$ cat src/rtl/timer_pkg.sv
// Shared register map, CTRL bit positions and CTRL layout for the machine timer.
// Latency: n/a (declarations only).
// Backpressure: n/a.
package timer_pkg;

    localparam logic [4:0] MTIME_LO_OFF    = 5'h00;
    localparam logic [4:0] MTIME_HI_OFF    = 5'h04;
    localparam logic [4:0] MTIMECMP_LO_OFF = 5'h08;
    localparam logic [4:0] MTIMECMP_HI_OFF = 5'h0C;
    localparam logic [4:0] CTRL_OFF        = 5'h10;
    localparam logic [4:0] STATUS_OFF      = 5'h14;

    localparam int CTRL_EN = 0;
    localparam int CTRL_IE = 1;

    typedef struct packed {
        logic ie;
        logic en;
    } timer_ctrl_t;

    function automatic logic [31:0] ctrl_to_word(input timer_ctrl_t c);
        return {30'b0, c};
    endfunction

endpackage

$ cat src/rtl/timer_tick_gen.sv
// Prescaler: emits a one-cycle tick every PRESCALE enabled cycles.
// Latency: tick is combinational from the current count and en.
// Backpressure: none; the count holds while en=0 and clr forces it back to 0.
module timer_tick_gen #(
    parameter int PRESCALE = 1
) (
    input  logic clk,
    input  logic rst,
    input  logic en,
    input  logic clr,
    output logic tick
);

    localparam int CW = $clog2(PRESCALE + 1);
    localparam logic [CW-1:0] LAST = CW'(PRESCALE - 1);

    logic [CW-1:0] cnt;

    assign tick = en && (cnt == LAST);

    always_ff @(posedge clk) begin
        if (!rst) begin
            cnt <= '0;
        end else if (clr) begin
            cnt <= '0;
        end else if (en) begin
            cnt <= tick ? '0 : cnt + CW'(1);
        end
    end

endmodule

$ cat src/rtl/mtimer.sv
// Memory-mapped machine timer (mtime/mtimecmp) driving a level timer_interrupt.
// Latency: loads are combinational; stores commit at the edge; interrupt lags a register change by 1 cycle.
// Backpressure: none; every access completes in the cycle it is presented.
module mtimer
    import timer_pkg::*;
#(
    parameter logic [31:0] BASE_ADDR = 32'h0000_0400,
    parameter int          PRESCALE  = 1
) (
    input  logic        clk,
    input  logic        rst,
    input  logic [31:0] addr,
    input  logic        rd_en,
    input  logic        wr_en,
    input  logic [31:0] wdata,
    output logic [31:0] rdata,
    output logic        sel,
    output logic        timer_interrupt
);

    logic [63:0] mtime;
    logic [63:0] mtimecmp;
    timer_ctrl_t ctrl;
    logic [4:0]  off;
    logic        wr_hit;
    logic        tick;
    logic        tick_clr;
    logic        match;
    logic        unused_addr_lsb;

    // Byte lanes are ignored: every access is treated as a full word.
    assign off             = {addr[4:2], 2'b00};
    assign unused_addr_lsb = &{1'b0, addr[1:0]};
    assign sel             = (addr[31:5] == BASE_ADDR[31:5]);
    assign wr_hit          = wr_en && sel;
    assign match           = (mtime >= mtimecmp);
    assign tick_clr        = wr_hit && (off == CTRL_OFF) && !wdata[CTRL_EN];

    timer_tick_gen #(
        .PRESCALE(PRESCALE)
    ) u_tick_gen (
        .clk (clk),
        .rst (rst),
        .en  (ctrl.en),
        .clr (tick_clr),
        .tick(tick)
    );

    // A software write to either mtime half swallows a coincident tick.
    always_ff @(posedge clk) begin
        if (!rst) begin
            mtime <= '0;
        end else if (wr_hit && (off == MTIME_LO_OFF)) begin
            mtime[31:0] <= wdata;
        end else if (wr_hit && (off == MTIME_HI_OFF)) begin
            mtime[63:32] <= wdata;
        end else if (tick) begin
            mtime <= mtime + 64'd1;
        end
    end

    always_ff @(posedge clk) begin
        if (!rst) begin
            mtimecmp <= '1;
            ctrl     <= '0;
        end else if (wr_hit) begin
            case (off)
                MTIMECMP_LO_OFF: mtimecmp[31:0]  <= wdata;
                MTIMECMP_HI_OFF: mtimecmp[63:32] <= wdata;
                CTRL_OFF: begin
                    ctrl.ie <= wdata[CTRL_IE];
                    ctrl.en <= wdata[CTRL_EN];
                end
                default: ;
            endcase
        end
    end

    always_ff @(posedge clk) begin
        if (!rst) begin
            timer_interrupt <= 1'b0;
        end else begin
            timer_interrupt <= ctrl.ie && match;
        end
    end

    always_comb begin
        rdata = '0;
        if (sel && rd_en) begin
            case (off)
                MTIME_LO_OFF:    rdata = mtime[31:0];
                MTIME_HI_OFF:    rdata = mtime[63:32];
                MTIMECMP_LO_OFF: rdata = mtimecmp[31:0];
                MTIMECMP_HI_OFF: rdata = mtimecmp[63:32];
                CTRL_OFF:        rdata = ctrl_to_word(ctrl);
                STATUS_OFF:      rdata = {31'b0, match};
                default:         rdata = '0;
            endcase
        end
    end

endmodule

$ cat config.mk
export PLATFORM = sky130hd
export DESIGN_NAME = mtimer
export DESIGN_NICKNAME = d
export VERILOG_FILES = /design/src/rtl/timer_pkg.sv /design/src/rtl/timer_tick_gen.sv /design/src/rtl/mtimer.sv
export SDC_FILE = /design/constraint.sdc
export NUM_CORES = 1
export LEC_CHECK = 0
export CAP_MARGIN = 20
export CORE_UTILIZATION = 25
export CTS_BUF_LIST = sky130_fd_sc_hd__clkbuf_4 sky130_fd_sc_hd__clkbuf_8
export CTS_CLUSTER_DIAMETER = 120
export DETAILED_ROUTE_END_ITERATION = 16
export PLACE_DENSITY_LB_ADDON = 0.12
export RECOVER_POWER = 50
export SLEW_MARGIN = 20
export SYNTH_ARGS = -nofsm -noshare
export SYNTH_HDL_FRONTEND = slang
export SYNTH_SLANG_ARGS = --single-unit
$ cat constraint.sdc
create_clock -name clk -period 2.8 [get_ports clk]
set_clock_uncertainty 0.05 [all_clocks]
set_input_delay 0.42 -clock clk [delete_from_list [all_inputs] [get_ports clk]]
set_output_delay 0.42 -clock clk [all_outputs]
set_load 0.05 [all_outputs]
---- After elaboration in Yosys (flattened, before gate mapping) ----
Index checks and enable logic that the tools add are counted.
storage, ports and cells
  register bits after elaboration ......... 132
  input bits .............................. 68
  output and inout port bits .............. 34
  logic and storage cells ................. 46
cells by class
  add/subtract/negate cells ............... 2
  magnitude comparators ................... 1
  eq/ne operators ......................... 7
  multiplexer cells ....................... 7
  bitwise gates (word level) .............. 3
  reduce and logical (&&, ||, !) cells .... 18
operator list
  kind                                                               number
  32-bit one-hot mux with 6 select lines                             1
  32-bit two-way mux                                                 4
  64-bit by 1-bit adder with 64-bit output (second input constant)   1
  64-bit greater-or-equal comparator                                 1
  64-bit two-way mux                                                 1
  27-bit by 6-bit == test with 1-bit output (second input constant)  1
  2-bit AND reduction                                                5
  1-bit logical AND                                                  8
  3-bit by 2-bit == test with 1-bit output (second input constant)   2
  3-bit == test (second input constant)                              2
  5-bit logical NOT                                                  1
  2-bit nonzero test                                                 2
  3-bit by 1-bit == test with 1-bit output (second input constant)   1
  1-bit inverter                                                     3
  2-bit inequality test (second input constant)                      1
  2-bit OR reduction                                                 1
  1-bit adder (second input constant)                                1
  1-bit logical NOT                                                  1
  1-bit two-way mux                                                  1

---- Depth between registers and ports, before layout ----
  word-level depth ........................ 5
  gate-level depth with buffers ........... 11
  mapped depth without buffers ............ 10

---- Cells and area by module ----
Synthesis repeated with hierarchy kept, for this count alone.
second synthesis, totals
  cells, all modules ...................... 1171
  area, all modules ....................... 8834.7 um^2
by module, submodules not included
  module          instances  cells each  area an instance (um^2)
  mtimer          1          1168        8795.9
  timer_tick_gen  1          3           38.8

---- Worst setup path before layout ----
Ideal clock, no wire load.
  path kind ............................... input-to-output
  start point ............................. input port addr[7]
  end point ............................... output port rdata[22]
  data arrival time ....................... 3.016 ns
  slack ................................... -0.686 ns
  stages on the path ...................... 6
  buffers on the path ..................... 1
  cell sequence ........................... nor4b_1 nand4_1 nor2_1 nand3_1 clkbuf_1 a21oi_1
on the way
  longest elaborated chain between the ends .. 3
ends and longest elaborated chain
  item                                       RTL line      source
  from (decl)                                mtimer.sv:12  input logic [31:0] addr,
  27-bit by 6-bit == test with 1-bit output  mtimer.sv:34  assign sel = (addr[31:5] == BASE_ADDR[31:5]);
  named net sel                              mtimer.sv:17  output logic sel,
  1-bit logical AND                          mtimer.sv:89  if (sel && rd_en) begin
  32-bit two-way mux                         mtimer.sv:89
  to (decl)                                  mtimer.sv:16  output logic [31:0] rdata,
The timed path passes the listed nets, and every way through them passes these cells.

---- Worst setup path in the final report ----
  start point ............................. register mtimecmp[31]
  end point ............................... output port rdata[0]
on the way
  longest elaborated chain between the ends .. 3
ends and longest elaborated chain
  item                                    RTL line      source
  from (decl)                             mtimer.sv:22  logic [63:0] mtimecmp;
  from (signal assigned)                  mtimer.sv:68  MTIMECMP_LO_OFF: mtimecmp[31:0] <= wdata;
  64-bit greater-or-equal comparator      mtimer.sv:36  assign match = (mtime >= mtimecmp);
  32-bit one-hot mux with 6 select lines  mtimer.sv:90  case (off)
  32-bit two-way mux                      mtimer.sv:89
Every way passes these cells.

==> results by group <==
Run status
  • Status: complete, but fails checks
  • Violated checks: negative setup slack

Power and ir drop
  • Net Sw Power: between 0.9 and 1 mW
  • Clock network fraction of design power: 0.427
  • Combinational power share: 0.077
  • Sw frac: 0.2640
  • Power density over the cells: 289.2 nW/um^2
  • Tot Pwr: ~3.8 mW
  • Int Power: around 2.8 mW
  • Leak Pwr: 5.348 nW
  • Worst vdd ir: 0.2726 mV
  • Sequential power share: 0.496

Setup path
  • CP required: 2.33 ns
  • R2R depth: 9
  • R2R Path Start: mtime[0]
  • CP endpoint: rdata[0]
  • Critical path's largest stage delay: about 0.34 ns
  • CP startpoint: mtimecmp[31]
  • Crit-path slowest cell: dfxtp_2
  • Setup slack, reg-to-reg: approximately 0.070 ns
  • Crit start category: flip-flop
  • CP Depth: 12
  • Crit Path Max Fanout: 2
  • WP data arrival: between 2 and 3 ns
  • Setup crit end kind: output pin
  • Cell Chain, Critical Path: inv_2 -> ha_4 -> nand4_1 -> buf_4 -> nor2_1 -> a22oi_1 -> o211ai_1 -> a31oi_2 -> o311ai_2 -> a21oi_2 -> nor2_2 -> buf_12
  • RR Endpoint: mtime[62]
  • Crit-path leading delay family: compound AO/OA/AOI/OAI gates
  • WS Path Type: reg -> out
  • CP bufs+invs: 3

Detailed routing
  • WL final: between 30,000 and 40,000 microns
  • Via count: slightly below 10,000
  • Initial DRC Count: 679
  • Pre-Repair DR Iteration Count: 7
  • Vias per cell: 5.196
  • Routed WL per cell: 18.83 microns
  • Post-route ant nets: 0
  • DRC viols: 0

Global route
  • First-pass GRT wire length: 56,360 microns
  • Largest net degree at the start of global routing: 43
  • GRT Util Overall: 0.2043
  • Remaining Overflow, GRT: 0
  • Vias in the first global route: 9,657
  • Initial antenna violation count: 0

CTS
  • H-tree levels: 4
  • CTS tree: built
  • Clk_lat worst skew: 0.49 ns
  • Sink Count: 132
  • CTS buffer count: 17
  • Root Driver: clkbuf_8
  • Max Root-Sink Buffers: 2
  • Count of hold buffers inserted by post-cts repair: 0
  • Reg clk slew, reported paths: approximately 0.08 ns

Synthesis
  • Primary FF master, synth: dfxtp_1
  • Netlist Area Pre-Place: 8747 sq um
  • Synth Register Bits: 132
  • Area contributors post-synth: dfxtp_1 (30%), ha_1 (9.3%), a21oi_1 (7.3%), a22oi_1 (6.4%), nand2_1 (6.3%)
  • Syn nets: 1,317
  • Post-synthesis cell count: 1,184
  • Yosys cell types: 57
  • Area share of the largest cell type after synthesis: 0.3021
  • Yosys warning count: 0
  • Register area share after synthesis: 0.3021
  • Count leader, synth: nand2_1
  • EDFF count, synth: 0
  • Post-synth top area cell: dfxtp_1
  • Syn_area_per_cell: 7.388 sq um
  • Post-synth top cells: nand2_1 (147), dfxtp_1 (132), a21oi_1 (127)
  • Synth async-reset ratio: 0

Min path
  • Hold Crit Class: in -> reg
  • Worst hold start: rst

Timing
  • Setup ws final: -0.4354 ns
  • Final period util: 1.155
  • Slew headroom: 0.3322
  • Max Slew Vio Count: 0
  • Slew @ Worst Pin: roughly 1.0 ns
  • Final hold viol count: 0
  • Period minus WS final: 3.235 ns
  • Highest clock rate: 0.3091 GHz
  • RSZ-0062 raised after global routing: yes
  • Setup tns final: -0.5413 ns
  • Final setup viols: 7

Finish
  • Post-Layout Cell Count: 1,906
  • Final core utilization: 0.3794
  • Fillers: 3,636
  • Share of layout cells above drive strength 1: 0.2812
  • ANT cells: 0
  • Layout Nets: 1,573
  • Synth-to-Final Area Change: 49.45%

Die
  • # IOs: approximately 100
  • Site Rows: 68
  • Die area: ~36,000 sq um
  • Die X: 189.1 microns
  • Initial core utilization: 0.2538
  • CORE AREA: 34,460 sq um
  • Die Y-Extent: 189.1 microns

Flow run
  • Maxcap violations: 0

Placement
  • Final HPWL DP: ~27,000 microns
  • Placed cell count: 1,866
  • Placer Congestion: 0.8494
  • Port bufs: 99
  • Post-Place Worst Slack: -0.5799 ns
[through the flow]
step	hold WS, ns	cell area, sq um
after floorplan	0.3804	8866
after global placement	0.4063	12320
after detailed placement	0.4068	12320
after CTS	0.2431	12950
after global routing	0.2682	13070
final	0.2784	13070
[kinds of logic (layout without fill, tap and decap cells)]
family | Yosys count | in the layout | share of synthesized area
AO/OA/AOI/OAI | 415 | 415 | 0.3042
AND/OR/NAND/NOR | 400 | 400 | 0.2213
buffers and inverters | 165 | 432 | 0.07109
flip-flops | 132 | 132 | 0.3021
adder cells (fa/ha/maj) | 65 | 65 | 0.09298
multiplexers | 7 | 7 | 0.008296
[layer usage]
layer  vias to the layer above  global-route usage  part of all wire
li1                       4887                   -                 -
met5                         -                   0                 0
met4                         0             0.05490             0.016
met1                      4725              0.2853              0.49
met3                        36             0.02725             0.045
met2                       255              0.3279              0.45
[placed cells by master, fill, tap and decap left out, drive strengths merged, types with 4 or more instances in the layout]
cell / netlist / final
and4: 9 / 9
a2bb2oi: 5 / 5
and3: 12 / 12
inv: 78 / 78
nand3: 36 / 36
a211oi: 10 / 10
nand2b: 4 / 4
nand2: 147 / 147
o211ai: 71 / 71
nor2b: 4 / 4
a21oi: 128 / 128
buf: 11 / 255
clkinvlp: 0 / 4
o31ai: 9 / 9
clkdlybuf4s50: 0 / 63
a221oi: 4 / 4
o32ai: 6 / 6
o21ai: 71 / 71
or4: 5 / 5
ha: 65 / 65
nor2: 73 / 73
nor3: 44 / 44
or2: 5 / 5
a311oi: 4 / 4
a22oi: 74 / 74
or3: 7 / 7
nand4: 22 / 22
nor4: 17 / 17
clkinv: 0 / 4
dfxtp: 132 / 132
a22o: 5 / 5
nand3b: 4 / 4
a31oi: 9 / 9
o22ai: 4 / 4
clkbuf: 76 / 25
mux2i: 5 / 5
[power by group through the flow]
stage               sequential [mW]  combinational, mW  clock (mW)
CTS                            1.88              0.290        1.67
finish                         1.88              0.293        1.61
floorplan                      1.92             0.0905           0
detailed placement             1.92              0.287           0
global placement               1.92              0.289           0
global route                   1.88              0.309        1.74
[how the worst min path moves through the flow]
stage | endpoint | slack, ns | cells past startpoint
2_1_floorplan | u_tick_gen.cnt | 0.38 | 2
3_3_place_gp | u_tick_gen.cnt | 0.41 | 2
3_5_place_dp | u_tick_gen.cnt | 0.41 | 2
4_1_cts | mtimecmp[39] | 0.24 | 2
5_1_grt | mtimecmp[39] | 0.27 | 2
6_report | mtimecmp[6] | 0.28 | 2
[layout make-up]
cell class	instances	area (sq um)	share of cell area
clock buffers	21	289.0	0.02211
clock inverters	9	80.08	0.006126
inverters	78	292.8	0.02240
multi-input cells	887	5954	0.4555
flip-flops and latches	132	2664	0.2038
well taps	455	569.3	0.04355
repair buffers	324	3223	0.2466
[what timing repair did]
action | CTS | global route
pin swaps | 28 | 13
resized for setup | 49 | 32
buffers inserted | 7 | 4
setup endpoints to repair | 41 | 46
[state kept, by name, summed over array words and instances, names as in the netlist]
register,count
mtime,64
mtimecmp,64
ctrl,2
timer_interrupt,1
u_tick_gen.cnt,1
[worst reg2reg max path, delay by kind of cell (launching register included)]
kind            cells  cell delay (ns)
flops               1             0.34
compound gates      3             0.55
fa+ha+maj           1             0.16
simple gates        4             1.40
buf+inv             1             0.13
Power figures use the tool's default switching activity.
